==> src/rtl/alu_pkg.sv <==
// ============================================================================
//  Module      : alu_pkg
//  Description : Shared definitions for the ALU execute stage: ALU control
//                codes, FSM state encoding and a shift-op classifier.
//  Revision    : 1.0 - initial release
// ============================================================================
`default_nettype none

package alu_pkg;

  // ALU control codes carried on in_op
  localparam logic [4:0] OP_AND  = 5'd0;
  localparam logic [4:0] OP_OR   = 5'd1;
  localparam logic [4:0] OP_ADD  = 5'd2;
  localparam logic [4:0] OP_SUB  = 5'd3;
  localparam logic [4:0] OP_SLL  = 5'd4;
  localparam logic [4:0] OP_SRL  = 5'd5;
  localparam logic [4:0] OP_SRA  = 5'd6;
  localparam logic [4:0] OP_XOR  = 5'd7;
  localparam logic [4:0] OP_SLT  = 5'd9;
  localparam logic [4:0] OP_SLTU = 5'd10;

  // Execute-stage control states
  typedef enum logic [0:0] {
    ST_IDLE  = 1'b0,
    ST_SHIFT = 1'b1
  } state_t;

  function automatic logic is_shift(input logic [4:0] op);
    return (op == OP_SLL) || (op == OP_SRL) || (op == OP_SRA);
  endfunction

endpackage

`default_nettype wire

==> src/rtl/alu_core.sv <==
// ============================================================================
//  Module      : alu_core
//  Description : Single-cycle combinational ALU for all non-shift operations.
//                Shift codes pass operand a through unchanged (the zero-amount
//                shift result); non-zero shifts are done serially by the parent.
//  Ports       : op     - ALU control code
//                a, b   - operands
//                result - operation result
//                lt     - signed a < b
//                ltu    - unsigned a < b
//  Revision    : 1.0 - initial release
// ============================================================================
`default_nettype none

module alu_core
  import alu_pkg::*;
#(
  parameter int XLEN = 32
) (
  input  logic [4:0]      op,
  input  logic [XLEN-1:0] a,
  input  logic [XLEN-1:0] b,
  output logic [XLEN-1:0] result,
  output logic            lt,
  output logic            ltu
);

  logic [XLEN-1:0] sum;
  logic [XLEN-1:0] diff;

  assign sum  = a + b;
  assign diff = a - b;
  assign lt   = $signed(a) < $signed(b);
  assign ltu  = a < b;

  always_comb begin
    result = sum;  // undefined codes execute as ADD
    case (op)
      OP_AND:                 result = a & b;
      OP_OR:                  result = a | b;
      OP_ADD:                 result = sum;
      OP_SUB:                 result = diff;
      OP_XOR:                 result = a ^ b;
      OP_SLT:                 result = {{(XLEN-1){1'b0}}, lt};
      OP_SLTU:                result = {{(XLEN-1){1'b0}}, ltu};
      OP_SLL, OP_SRL, OP_SRA: result = a;
      default:                result = sum;
    endcase
  end

endmodule

`default_nettype wire

==> src/rtl/alu_exec.sv <==
// ============================================================================
//  Module      : alu_exec
//  Description : ALU execute stage with valid/ready handshake on both sides,
//                a one-bit-per-cycle serial shifter and a registered output.
//  Ports       : clk, rst                 - clock, synchronous active-high reset
//                in_valid / in_ready      - request handshake
//                in_op, in_a, in_b        - operation and operands
//                in_regwrite, in_rd       - sideband echoed to the output
//                out_valid / out_ready    - result handshake
//                out_result               - result
//                out_zero/out_lt/out_ltu  - result==0, signed/unsigned a<b
//                out_regwrite, out_rd     - captured sideband
//                busy                     - serial shift in progress
//  Revision    : 1.0 - initial release
// ============================================================================
`default_nettype none

module alu_exec
  import alu_pkg::*;
#(
  parameter int XLEN    = 32,
  parameter int SHAMT_W = 5
) (
  input  logic            clk,
  input  logic            rst,
  input  logic            in_valid,
  output logic            in_ready,
  input  logic [4:0]      in_op,
  input  logic [XLEN-1:0] in_a,
  input  logic [XLEN-1:0] in_b,
  input  logic            in_regwrite,
  input  logic [4:0]      in_rd,
  output logic            out_valid,
  input  logic            out_ready,
  output logic [XLEN-1:0] out_result,
  output logic            out_zero,
  output logic            out_lt,
  output logic            out_ltu,
  output logic            out_regwrite,
  output logic [4:0]      out_rd,
  output logic            busy
);

  state_t               state;
  logic [XLEN-1:0]      sh_reg;
  logic [SHAMT_W-1:0]   sh_cnt;
  logic [4:0]           sh_op;
  logic                 pend_lt;
  logic                 pend_ltu;
  logic                 pend_regwrite;
  logic [4:0]           pend_rd;

  logic [XLEN-1:0]      core_result;
  logic                 core_lt;
  logic                 core_ltu;
  logic [SHAMT_W-1:0]   amt;
  logic                 accept;
  logic                 start_shift;
  logic [XLEN-1:0]      sh_next;

  alu_core #(
    .XLEN (XLEN)
  ) u_core (
    .op     (in_op),
    .a      (in_a),
    .b      (in_b),
    .result (core_result),
    .lt     (core_lt),
    .ltu    (core_ltu)
  );

  assign amt         = in_b[SHAMT_W-1:0];
  assign in_ready    = (state == ST_IDLE) && (!out_valid || out_ready);
  assign accept      = in_valid && in_ready;
  assign start_shift = is_shift(in_op) && (amt != '0);
  assign busy        = (state == ST_SHIFT);

  // One-bit step of the serial shifter
  always_comb begin
    sh_next = {1'b0, sh_reg[XLEN-1:1]};
    case (sh_op)
      OP_SLL:  sh_next = {sh_reg[XLEN-2:0], 1'b0};
      OP_SRA:  sh_next = {sh_reg[XLEN-1], sh_reg[XLEN-1:1]};
      default: sh_next = {1'b0, sh_reg[XLEN-1:1]};
    endcase
  end

  always_ff @(posedge clk) begin
    if (rst) begin
      state         <= ST_IDLE;
      sh_reg        <= '0;
      sh_cnt        <= '0;
      sh_op         <= '0;
      pend_lt       <= 1'b0;
      pend_ltu      <= 1'b0;
      pend_regwrite <= 1'b0;
      pend_rd       <= '0;
      out_valid     <= 1'b0;
      out_result    <= '0;
      out_zero      <= 1'b0;
      out_lt        <= 1'b0;
      out_ltu       <= 1'b0;
      out_regwrite  <= 1'b0;
      out_rd        <= '0;
    end else begin
      case (state)
        ST_IDLE: begin
          // Consumed result drops unless replaced by a new single-cycle op below
          if (out_valid && out_ready) begin
            out_valid <= 1'b0;
          end
          if (accept) begin
            if (start_shift) begin
              state         <= ST_SHIFT;
              sh_reg        <= in_a;
              sh_cnt        <= amt;
              sh_op         <= in_op;
              pend_lt       <= core_lt;
              pend_ltu      <= core_ltu;
              pend_regwrite <= in_regwrite;
              pend_rd       <= in_rd;
            end else begin
              out_valid    <= 1'b1;
              out_result   <= core_result;
              out_zero     <= (core_result == '0);
              out_lt       <= core_lt;
              out_ltu      <= core_ltu;
              out_regwrite <= in_regwrite;
              out_rd       <= in_rd;
            end
          end
        end
        ST_SHIFT: begin
          // Output register is empty here: entry required it empty or draining
          sh_reg <= sh_next;
          sh_cnt <= sh_cnt - 1'b1;
          if (sh_cnt == SHAMT_W'(1)) begin
            state        <= ST_IDLE;
            out_valid    <= 1'b1;
            out_result   <= sh_next;
            out_zero     <= (sh_next == '0);
            out_lt       <= pend_lt;
            out_ltu      <= pend_ltu;
            out_regwrite <= pend_regwrite;
            out_rd       <= pend_rd;
          end
        end
        default: state <= ST_IDLE;
      endcase
    end
  end

endmodule

`default_nettype wire

==> config.mk <==
export PLATFORM = sky130hd
export DESIGN_NAME = alu_exec
export DESIGN_NICKNAME = d
export VERILOG_FILES = /design/src/rtl/alu_pkg.sv /design/src/rtl/alu_core.sv /design/src/rtl/alu_exec.sv
export SDC_FILE = /design/constraint.sdc
export NUM_CORES = 1
export LEC_CHECK = 0
export ABC_AREA = 0
export CAP_MARGIN = 25
export CELL_PAD_IN_SITES_DETAIL_PLACEMENT = 0
export CELL_PAD_IN_SITES_GLOBAL_PLACEMENT = 1
export CORE_MARGIN = 3
export CORE_UTILIZATION = 42
export DETAILED_ROUTE_END_ITERATION = 16
export GPL_ROUTABILITY_DRIVEN = 0
export GPL_TIMING_DRIVEN = 0
export PLACE_DENSITY_LB_ADDON = 0.1
export SLEW_MARGIN = 40
export SYNTH_ARGS = -nofsm -noshare
export SYNTH_HDL_FRONTEND = slang
export SYNTH_SLANG_ARGS = --single-unit
==> constraint.sdc <==
create_clock -name clk -period 4.7 [get_ports clk]
set_input_delay 0.47 -clock clk [delete_from_list [all_inputs] [get_ports clk]]
set_output_delay 0.47 -clock clk [all_outputs]
set_load 0.02 [all_outputs]
==> metrics.txt, run 1 <==
# TYPE chip_impl_metric gauge
chip_impl_info{name="synth_top_family_by_area",value="compound AO/OA/AOI/OAI gates"} 1
chip_impl_metric{name="antenna_left",unit=""} 0
chip_impl_metric{name="critical_path_required",unit="ns"} 4.99
chip_impl_metric{name="maxClockFrequency",unit="MHz"} 219
chip_impl_metric{name="worstSkewPairLatency",unit="ns"} 0.36
chip_impl_metric{name="number_of_iterations_in_the_first_detailed_routing_pass",unit=""} 6
chip_impl_metric{name="drv_cap",unit=""} 0
chip_impl_metric{name="final_cycle_share",unit="%"} 97.3
chip_impl_info{name="critical-path-top-cell-by-count",value="sky130_fd_sc_hd__o221ai_1"} 1
chip_impl_metric{name="vdd_ir_drop_max",unit="uV"} 142
chip_impl_metric{name="period_needed",unit="ns"} 4.57
chip_impl_info{name="crit_path_cell_trace",value="clkdlybuf4s50_1, inv_1, ha_2, nand3_1, o221ai_1, nand4b_1, a21oi_1, o221ai_1, o21ai_0, mux2i_1, or3_1, nor4_1, nand4_1, o22ai_2"} 1
chip_impl_metric{name="routed_wire_length",unit="mm"} 44.1
chip_impl_metric{name="grt_max_degree",unit=""} 17
chip_impl_metric{name="finish.net_count",unit=""} 1728
chip_impl_metric{name="gr-usage-all-layers",unit="%"} 32.6
chip_impl_metric{name="numCtsBuffers",unit=""} 9
chip_impl_metric{name="syn-instance-count",unit=""} 1417
chip_impl_info{name="setup.worst_path.end_class",value="register"} 1
chip_impl_metric{name="ys_ff_latch",unit=""} 93
chip_impl_metric{name="synthDistinctLibCells",unit=""} 77
chip_impl_metric{name="antenna_found_initial",unit=""} 0
chip_impl_info{name="hp-class",value="reg -> reg"} 1
chip_impl_metric{name="p_leak",unit="nW"} 4.89
chip_impl_info{name="postSynth.topFlopCell",value="sky130_fd_sc_hd__dfxtp_1"} 1
chip_impl_metric{name="synth_area_per_cell",unit="um^2"} 7.09
chip_impl_metric{name="clock_sinks",unit=""} 93
chip_impl_metric{name="final_core_util",unit="%"} 52.5
chip_impl_metric{name="finalClockSkew",unit="ns"} 0.00833
chip_impl_metric{name="synth_fa_ha_area_share",unit="%"} 12.6
chip_impl_metric{name="final_hold_viol_count",unit=""} 0
chip_impl_metric{name="design_area",unit="um^2"} 12100
chip_impl_metric{name="postSynthNetCount",unit=""} 1596
chip_impl_info{name="outcome",value="finished clean"} 1
chip_impl_metric{name="tightestPinTransition",unit="ns"} 0.923
chip_impl_metric{name="first_pass_grt_wire_length",unit="mm"} 65.9
chip_impl_metric{name="setup_total_negative_slack",unit="ns"} 0
chip_impl_metric{name="total_via_count_in_the_routed_design",unit=""} 12000
chip_impl_metric{name="internal_power",unit="W"} 0.00174
chip_impl_info{name="timing.critical_path.max_delay_family",value="compound AO/OA/AOI/OAI gates"} 1
chip_impl_metric{name="seq_power_share",unit="%"} 30.2
chip_impl_metric{name="worst-path-max-fanout",unit=""} 9
chip_impl_metric{name="p_per_area",unit="nW/um^2"} 243
chip_impl_metric{name="boundaryPins",unit=""} 123
chip_impl_info{name="highest_metal_layer_used_by_the_detailed_router",value="met4"} 1
chip_impl_metric{name="synthToLayoutAreaGrowth",unit="%"} 20.4
chip_impl_metric{name="synth_compound_gate_area_share",unit="%"} 34.8
chip_impl_metric{name="die_x",unit="um"} 161
chip_impl_metric{name="switching_portion_of_total_power",unit="%"} 40.8
chip_impl_metric{name="p_sw",unit="W"} 0.00120
chip_impl_metric{name="cts.hold.buffers_added",unit=""} 0
chip_impl_metric{name="regToRegSetupSlack",unit="ns"} 1.42
chip_impl_metric{name="wl_per_cell",unit="um"} 23.6
chip_impl_metric{name="yosys-mux-area-fraction",unit="%"} 3.60
chip_impl_metric{name="starting_density_of_the_core",unit="%"} 43.6
chip_impl_metric{name="max-slew-margin-rel",unit="%"} 38.5
chip_impl_info{name="layout_common_cells",value="145 x sky130_fd_sc_hd__nor2_1, 144 x sky130_fd_sc_hd__nand2_1, 123 x sky130_fd_sc_hd__a21oi_1, 121 x sky130_fd_sc_hd__clkdlybuf4s50_1, 111 x sky130_fd_sc_hd__inv_1"} 1
chip_impl_metric{name="row_count",unit=""} 55
chip_impl_metric{name="critPathMaxStageDelay",unit="ns"} 0.53
chip_impl_metric{name="insertedDiodeCount",unit=""} 0
chip_impl_metric{name="wl_met1",unit="mm"} 18.0
chip_impl_metric{name="pwr-share-comb",unit="%"} 44.1
chip_impl_metric{name="post_synth_instance_area",unit="um^2"} 10000
chip_impl_info{name="worst_path_max_delay_cell",value="sky130_fd_sc_hd__clkdlybuf4s50_1"} 1
chip_impl_info{name="rsz0062_at_grt",value="no"} 1
chip_impl_metric{name="globalRouteOverflowTotal",unit=""} 0
chip_impl_metric{name="io_buffers",unit=""} 121
chip_impl_metric{name="ys.warnings.count",unit=""} 0
chip_impl_metric{name="path_clk_slew",unit="ns"} 0.07
chip_impl_info{name="worstSetupPathType",value="in -> reg"} 1
chip_impl_metric{name="drt_iter0_drc",unit=""} 1582
chip_impl_metric{name="core",unit="um^2"} 23100
chip_impl_metric{name="critical_path.n_buffers_inverters",unit=""} 2
chip_impl_metric{name="met2_wire_length",unit="mm"} 19.1
chip_impl_metric{name="synth_sequential_area_ratio",unit="%"} 18.5
chip_impl_metric{name="post_synth_and_or_nand_nor_area_fraction",unit="%"} 22.2
chip_impl_metric{name="placement.cell_area",unit="um^2"} 11700
chip_impl_metric{name="max-clock-path-buffers",unit=""} 2
chip_impl_info{name="final_common_cell",value="sky130_fd_sc_hd__nor2_1"} 1
chip_impl_metric{name="synthArstFlopShare",unit="%"} 0
chip_impl_metric{name="number_of_enable_flip_flop_cells_after_synthesis",unit=""} 0
chip_impl_metric{name="floorplan.die.height",unit="um"} 161
chip_impl_metric{name="post_synth_xor_area_fraction",unit="%"} 0.349
chip_impl_metric{name="max_h_tree_level",unit=""} 3
chip_impl_metric{name="post_drt_via_cell_ratio",unit=""} 6.42
chip_impl_info{name="start_kind",value="input port"} 1
chip_impl_metric{name="report.final.slew_viol_count",unit=""} 0
chip_impl_metric{name="layout-drive-gt1-share",unit="%"} 5.02
chip_impl_metric{name="finalSetupViolCount",unit=""} 0
chip_impl_metric{name="first_global_vias",unit=""} 11000
chip_impl_metric{name="drc",unit=""} 0
chip_impl_metric{name="dr_wl_met3",unit="mm"} 4.73
chip_impl_info{name="cts_tree",value="built"} 1
chip_impl_metric{name="dpl.hpwl",unit="mm"} 34.2
chip_impl_metric{name="clock_network_fraction_of_total_power",unit="%"} 25.7
chip_impl_info{name="cts_root_buffer",value="sky130_fd_sc_hd__clkbuf_16"} 1
chip_impl_metric{name="cp_data_arrival_time",unit="ns"} 4.86
chip_impl_metric{name="floorplan_die_area",unit="um^2"} 25800
[timing repair]
action,4_1_cts,5_1_grt
pin swaps,1,3
gates resized for setup,10,13
buffers inserted,2,1
gates cloned,0,0
setup endpoints to repair,11,5
[layer usage]
metal / vias to the layer above / track usage (%)
met5: - / 0
met4: 0 / 15.0
met3: 144 / 6.42
met2: 744 / 50.8
met1: 5597 / 43.5
li1: 5509 / -
[stage by stage]
step / total power [W] / hold WS (ns) / setup WS, ns / cells
6_report: 0.00294 / 0.454 / 0.128 / 1867
4_1_cts: 0.00289 / 0.455 / 0.00351 / 1870
5_1_grt: 0.00306 / 0.473 / 0.00530 / 1867
3_5_place_dp: 0.00214 / 0.445 / -0.706 / 1852
2_1_floorplan: 0.00165 / 0.431 / 1.01 / 1417
3_3_place_gp: 0.00213 / 0.442 / -0.759 / 1851
[worst min-delay path, stage by stage, from the launching register on]
cell and delay, ns:
sky130_fd_sc_hd__dfxtp_1 0.31, sky130_fd_sc_hd__nand2_1 0.05, sky130_fd_sc_hd__a21oi_1 0.05
[power by group through the flow]
stage | Combinational [W] | Clock, W | Sequential (W)
2_1_floorplan | 0.000709 | 0 | 0.000946
3_3_place_gp | 0.00123 | 0 | 0.000905
3_5_place_dp | 0.00123 | 0 | 0.000906
4_1_cts | 0.00125 | 0.000750 | 0.000889
5_1_grt | 0.00139 | 0.000782 | 0.000895
6_report | 0.00130 | 0.000755 | 0.000890
[area by class of cell]
class,instances,area [um^2]
plain buffers,92,379
clock buffers,9,225
clock inverters,7,76.3
fillers,2350,11000
inverters,112,420
multi-input cells,1116,7500
flip-flops and latches,93,1860
well taps,313,392
repair buffers,125,1240
[cells in the mapped netlist, types with 7 or more instances]
| cell | number | area (um^2) |
|---|---|---|
| sky130_fd_sc_hd__nor2_1 | 146 | 548 |
| sky130_fd_sc_hd__nand2_1 | 144 | 541 |
| sky130_fd_sc_hd__a21oi_1 | 126 | 631 |
| sky130_fd_sc_hd__inv_1 | 111 | 417 |
| sky130_fd_sc_hd__ha_1 | 98 | 1230 |
| sky130_fd_sc_hd__dfxtp_1 | 93 | 1860 |
| sky130_fd_sc_hd__clkbuf_1 | 83 | 312 |
| sky130_fd_sc_hd__a211oi_1 | 63 | 473 |
| sky130_fd_sc_hd__o21ai_0 | 63 | 315 |
| sky130_fd_sc_hd__o211ai_1 | 37 | 278 |
| sky130_fd_sc_hd__mux2i_1 | 35 | 350 |
| sky130_fd_sc_hd__nand3_1 | 34 | 170 |
| sky130_fd_sc_hd__nor3_1 | 23 | 115 |
| sky130_fd_sc_hd__a221oi_1 | 21 | 184 |
| sky130_fd_sc_hd__a31oi_1 | 19 | 119 |
| sky130_fd_sc_hd__nand2b_1 | 18 | 113 |
| sky130_fd_sc_hd__nor4_1 | 18 | 113 |
| sky130_fd_sc_hd__o31ai_1 | 17 | 128 |
| sky130_fd_sc_hd__a21o_1 | 14 | 105 |
| sky130_fd_sc_hd__o221ai_1 | 13 | 114 |
| sky130_fd_sc_hd__a22oi_1 | 12 | 90.1 |
| sky130_fd_sc_hd__nor2b_1 | 12 | 75.1 |
| sky130_fd_sc_hd__and3_1 | 11 | 68.8 |
| sky130_fd_sc_hd__nand4_1 | 11 | 68.8 |
| sky130_fd_sc_hd__o22ai_1 | 11 | 68.8 |
| sky130_fd_sc_hd__or3_1 | 11 | 68.8 |
| sky130_fd_sc_hd__or4_1 | 11 | 82.6 |
| sky130_fd_sc_hd__a311oi_1 | 9 | 78.8 |
| sky130_fd_sc_hd__or2_2 | 9 | 56.3 |
| sky130_fd_sc_hd__o21bai_1 | 8 | 60.1 |
| sky130_fd_sc_hd__a2111oi_0 | 7 | 61.3 |
| sky130_fd_sc_hd__a21boi_0 | 7 | 52.6 |
| sky130_fd_sc_hd__and2_1 | 7 | 43.8 |
| sky130_fd_sc_hd__buf_1 | 7 | 26.3 |
| sky130_fd_sc_hd__nor3b_1 | 7 | 52.6 |
| sky130_fd_sc_hd__o2111ai_1 | 7 | 61.3 |
| sky130_fd_sc_hd__o211a_1 | 7 | 70.1 |
[worst paths after layout]
check / startpoint / endpoint / depth (start not counted)
max: in_a[5] / out_zero$_SDFFE_PP0P_ / 14
min: out_lt$_SDFFE_PP0P_ / out_lt$_SDFFE_PP0P_ / 2
max reg2reg: sh_op[0]$_SDFFE_PP0P_ / out_result[8]$_SDFFE_PP0P_ / 9
min reg2reg: out_lt$_SDFFE_PP0P_ / out_lt$_SDFFE_PP0P_ / 2
[cells by family after synthesis]
| logic type | Yosys count |
|---|---|
| xor gates and xnor gates | 4 |
| and+or+nand+nor | 475 |
| muxes | 36 |
| adders and majority gates | 100 |
| DFF | 93 |
| AOI/OAI and AO/OA | 501 |
| buffers and inverters | 208 |
(Power assumes the default switching activity.)
==> inputs of run 2 (changes only) <==
CORE_UTILIZATION = 45   (was 42)
clock period = 5.26 ns   (was 4.7 ns; I/O delays follow)
==> run 2 against run 1 <==
Net effect: power fell by 9.6%; non-clock buffer count did not move; global-route usage rose by 1.4 points; worst setup slack got worse by 0.092 ns; sequential share of layout area rose by 0.14 points; largest cell class unchanged.
==> metrics.txt, run 2 (synthesized netlist as in run 1, its figures left out) <==
# TYPE chip_impl_metric gauge
chip_impl_metric{name="insertedDiodeCount",unit=""} 0
chip_impl_metric{name="numCtsBuffers",unit=""} 9
chip_impl_metric{name="cp_data_arrival_time",unit="ns"} 5.51
chip_impl_metric{name="antenna_left",unit=""} 0
chip_impl_info{name="worst_path_max_delay_cell",value="sky130_fd_sc_hd__buf_1"} 1
chip_impl_metric{name="final_cycle_share",unit="%"} 99.3
chip_impl_metric{name="max-slew-margin-rel",unit="%"} 34.1
chip_impl_metric{name="p_per_area",unit="nW/um^2"} 222
chip_impl_metric{name="hold_path_depth",unit=""} 2
chip_impl_info{name="regToRegEndpoint",value="out_result[8]$_SDFFE_PP0P_"} 1
chip_impl_info{name="final_common_cell",value="sky130_fd_sc_hd__nor2_1"} 1
chip_impl_metric{name="synthToLayoutAreaGrowth",unit="%"} 19.3
chip_impl_metric{name="antenna_found_initial",unit=""} 0
chip_impl_metric{name="boundaryPins",unit=""} 123
chip_impl_metric{name="vdd_ir_drop_max",unit="uV"} 145
chip_impl_metric{name="row_count",unit=""} 54
chip_impl_metric{name="p_total",unit="W"} 0.00266
chip_impl_metric{name="floorplan.die.height",unit="um"} 155
chip_impl_metric{name="tightest_hold_margin",unit="ns"} 0.449
chip_impl_metric{name="finalClockSkew",unit="ns"} 0.00694
chip_impl_metric{name="critPathMaxStageDelay",unit="ns"} 0.81
chip_impl_metric{name="worst-path-max-fanout",unit=""} 10
chip_impl_metric{name="wl_per_cell",unit="um"} 23.5
chip_impl_metric{name="dpl.hpwl",unit="mm"} 33.4
chip_impl_metric{name="layout-drive-gt1-share",unit="%"} 3.60
chip_impl_metric{name="routed_wire_length",unit="mm"} 43.0
chip_impl_metric{name="period_needed",unit="ns"} 5.22
chip_impl_info{name="rsz0062_at_grt",value="no"} 1
chip_impl_metric{name="drc",unit=""} 0
chip_impl_metric{name="first_pass_grt_wire_length",unit="mm"} 64.5
chip_impl_metric{name="cts_setup_buffers",unit=""} 0
chip_impl_metric{name="floorplan_die_area",unit="um^2"} 24100
chip_impl_info{name="cts_root_buffer",value="sky130_fd_sc_hd__clkbuf_16"} 1
chip_impl_metric{name="core",unit="um^2"} 21900
chip_impl_metric{name="globalRouteMet3Util",unit="%"} 5.34
chip_impl_metric{name="worstSkewPairLatency",unit="ns"} 0.35
chip_impl_metric{name="path_clk_slew",unit="ns"} 0.07
chip_impl_metric{name="clock_sinks",unit=""} 93
chip_impl_metric{name="starting_density_of_the_core",unit="%"} 45.9
chip_impl_info{name="worstSetupPathType",value="in -> reg"} 1
chip_impl_metric{name="setup_total_negative_slack",unit="ns"} 0
chip_impl_metric{name="drv_cap",unit=""} 0
chip_impl_info{name="critical-path-top-cell-by-count",value="sky130_fd_sc_hd__clkbuf_1"} 1
chip_impl_info{name="hp-class",value="reg -> reg"} 1
chip_impl_metric{name="max-clock-path-buffers",unit=""} 2
chip_impl_info{name="layout_common_cells",value="145 x sky130_fd_sc_hd__nor2_1, 144 x sky130_fd_sc_hd__nand2_1, 126 x sky130_fd_sc_hd__a21oi_1, 121 x sky130_fd_sc_hd__clkdlybuf4s50_1, 111 x sky130_fd_sc_hd__inv_1"} 1
chip_impl_metric{name="number_of_iterations_in_the_first_detailed_routing_pass",unit=""} 5
chip_impl_metric{name="met1_resource_use_gr",unit="%"} 46.3
chip_impl_info{name="cts_tree",value="built"} 1
chip_impl_metric{name="worstRegToRegCells",unit=""} 9
chip_impl_metric{name="io_buffers",unit=""} 121
chip_impl_metric{name="critical_path_required",unit="ns"} 5.54
chip_impl_info{name="setup.worst_path.end_class",value="register"} 1
chip_impl_metric{name="p_leak",unit="nW"} 4.87
chip_impl_metric{name="final_core_util",unit="%"} 54.7
chip_impl_info{name="outcome",value="finished clean"} 1
chip_impl_metric{name="report.final.slew_viol_count",unit=""} 0
chip_impl_metric{name="die_x",unit="um"} 155
chip_impl_metric{name="grt_util_met2",unit="%"} 53.0
chip_impl_metric{name="globalRouteOverflowTotal",unit=""} 0
chip_impl_metric{name="regToRegSetupSlack",unit="ns"} 2.01
chip_impl_metric{name="grt_max_degree",unit=""} 16
chip_impl_info{name="start_kind",value="input port"} 1
chip_impl_metric{name="gr-usage-all-layers",unit="%"} 34.0
chip_impl_metric{name="final_hold_viol_count",unit=""} 0
chip_impl_info{name="hold-path-endpoint",value="out_lt$_SDFFE_PP0P_"} 1
chip_impl_metric{name="maxClockFrequency",unit="MHz"} 191
chip_impl_metric{name="post_drt_via_cell_ratio",unit=""} 6.53
chip_impl_metric{name="tightestPinTransition",unit="ns"} 0.989
chip_impl_metric{name="drt_iter0_drc",unit=""} 1490
chip_impl_metric{name="first_global_vias",unit=""} 11000
chip_impl_metric{name="max_h_tree_level",unit=""} 3
chip_impl_metric{name="total_via_count_in_the_routed_design",unit=""} 12000
chip_impl_info{name="hold_path.startpoint",value="out_lt$_SDFFE_PP0P_"} 1
chip_impl_metric{name="finish.net_count",unit=""} 1728
chip_impl_metric{name="finalSetupViolCount",unit=""} 0
chip_impl_info{name="crit_path_cell_trace",value="clkdlybuf4s50_1, buf_6, nand2b_1, or2_2, clkbuf_1, clkbuf_1, buf_1, o21ai_0, a221o_1, a221oi_1, o221ai_1, nor4_1, nand4_1, o22ai_2"} 1
chip_impl_info{name="r2r-start",value="sh_op[0]$_SDFFE_PP0P_"} 1
chip_impl_info{name="grt-busiest-layer",value="met2"} 1
## run 2: cell types whose count changed in the layout (fill, tap and decap cells not counted), moves of 3 or more
cell and delta:
sky130_fd_sc_hd__nor4_1 +3, sky130_fd_sc_hd__buf_4 -4, sky130_fd_sc_hd__a21oi_2 -3, sky130_fd_sc_hd__clkbuf_1 +6
sky130_fd_sc_hd__a21oi_1 +3
## run 2: worst max path at each step
stage,depth (start not counted),slack [ns],startpoint,end
detailed placement,15,-0.12,in_a[0],out_zero$_SDFFE_PP0P_
finish,14,0.04,in_op[1],out_zero$_SDFFE_PP0P_
global route,15,0.03,in_a[11],out_zero$_SDFFE_PP0P_
CTS,15,0.23,in_a[0],out_zero$_SDFFE_PP0P_
global placement,12,-0.25,in_op[2],out_result[15]$_SDFFE_PP0P_
floorplan,14,1.52,in_a[0],out_zero$_SDFFE_PP0P_
## run 2: what timing repair did
| item | in CTS | in global routing |
|---|---|---|
| setup endpoints to repair | 0 | 1 |
| resized for setup | 0 | 2 |
| hold buffers | 0 | 0 |
## run 2: metrics by stage
stage | cells | worst slack, ns | area, um^2
global route | 1834 | 0.0262 | 12000
CTS | 1834 | 0.227 | 11900
global placement | 1818 | -0.248 | 11600
floorplan | 1417 | 1.52 | 10000
detailed placement | 1818 | -0.121 | 11600
finish | 1834 | 0.0354 | 12000
## run 2: report_power, final
part / switching, W / total (W) / internal (W)
Sequential: 0.0000404 / 0.000797 / 0.000756
Combinational: 0.000715 / 0.00113 / 0.000419
Clock: 0.000297 / 0.000727 / 0.000431
Total: 0.00105 / 0.00266 / 0.00161
## run 2: layer usage
| layer | part of all wire (%) | wire [um] |
|---|---|---|
| met1 | 41 | 17700 |
| met5 | 0 | 0 |
| met4 | 5.4 | 2340 |
| met2 | 43 | 18500 |
| met3 | 10 | 4500 |
## run 2: worst max-delay path, delay by kind of cell
kind,cells,cell delay [ns]
buffers and inverters,5,2.59
AOI/OAI and AO/OA,5,1.36
and+or+nand+nor,4,1.01
## run 2: cell type report
class	instances	area, um^2
Multi-Input combinational cell	1116	7430
Fill cell	2207	9910
Tap cell	280	350
Inverter	112	420
Timing Repair Buffer	121	1210
Clock inverter	5	83.8
Clock buffer	11	243
Sequential cell	93	1860
Buffer	96	385
==> inputs of run 3 (changes only) <==
CTS_CLUSTER_DIAMETER = 60   (was unset)
==> results of run 3 <==
Final layout, timing and power as in run 2 (identical DEF).
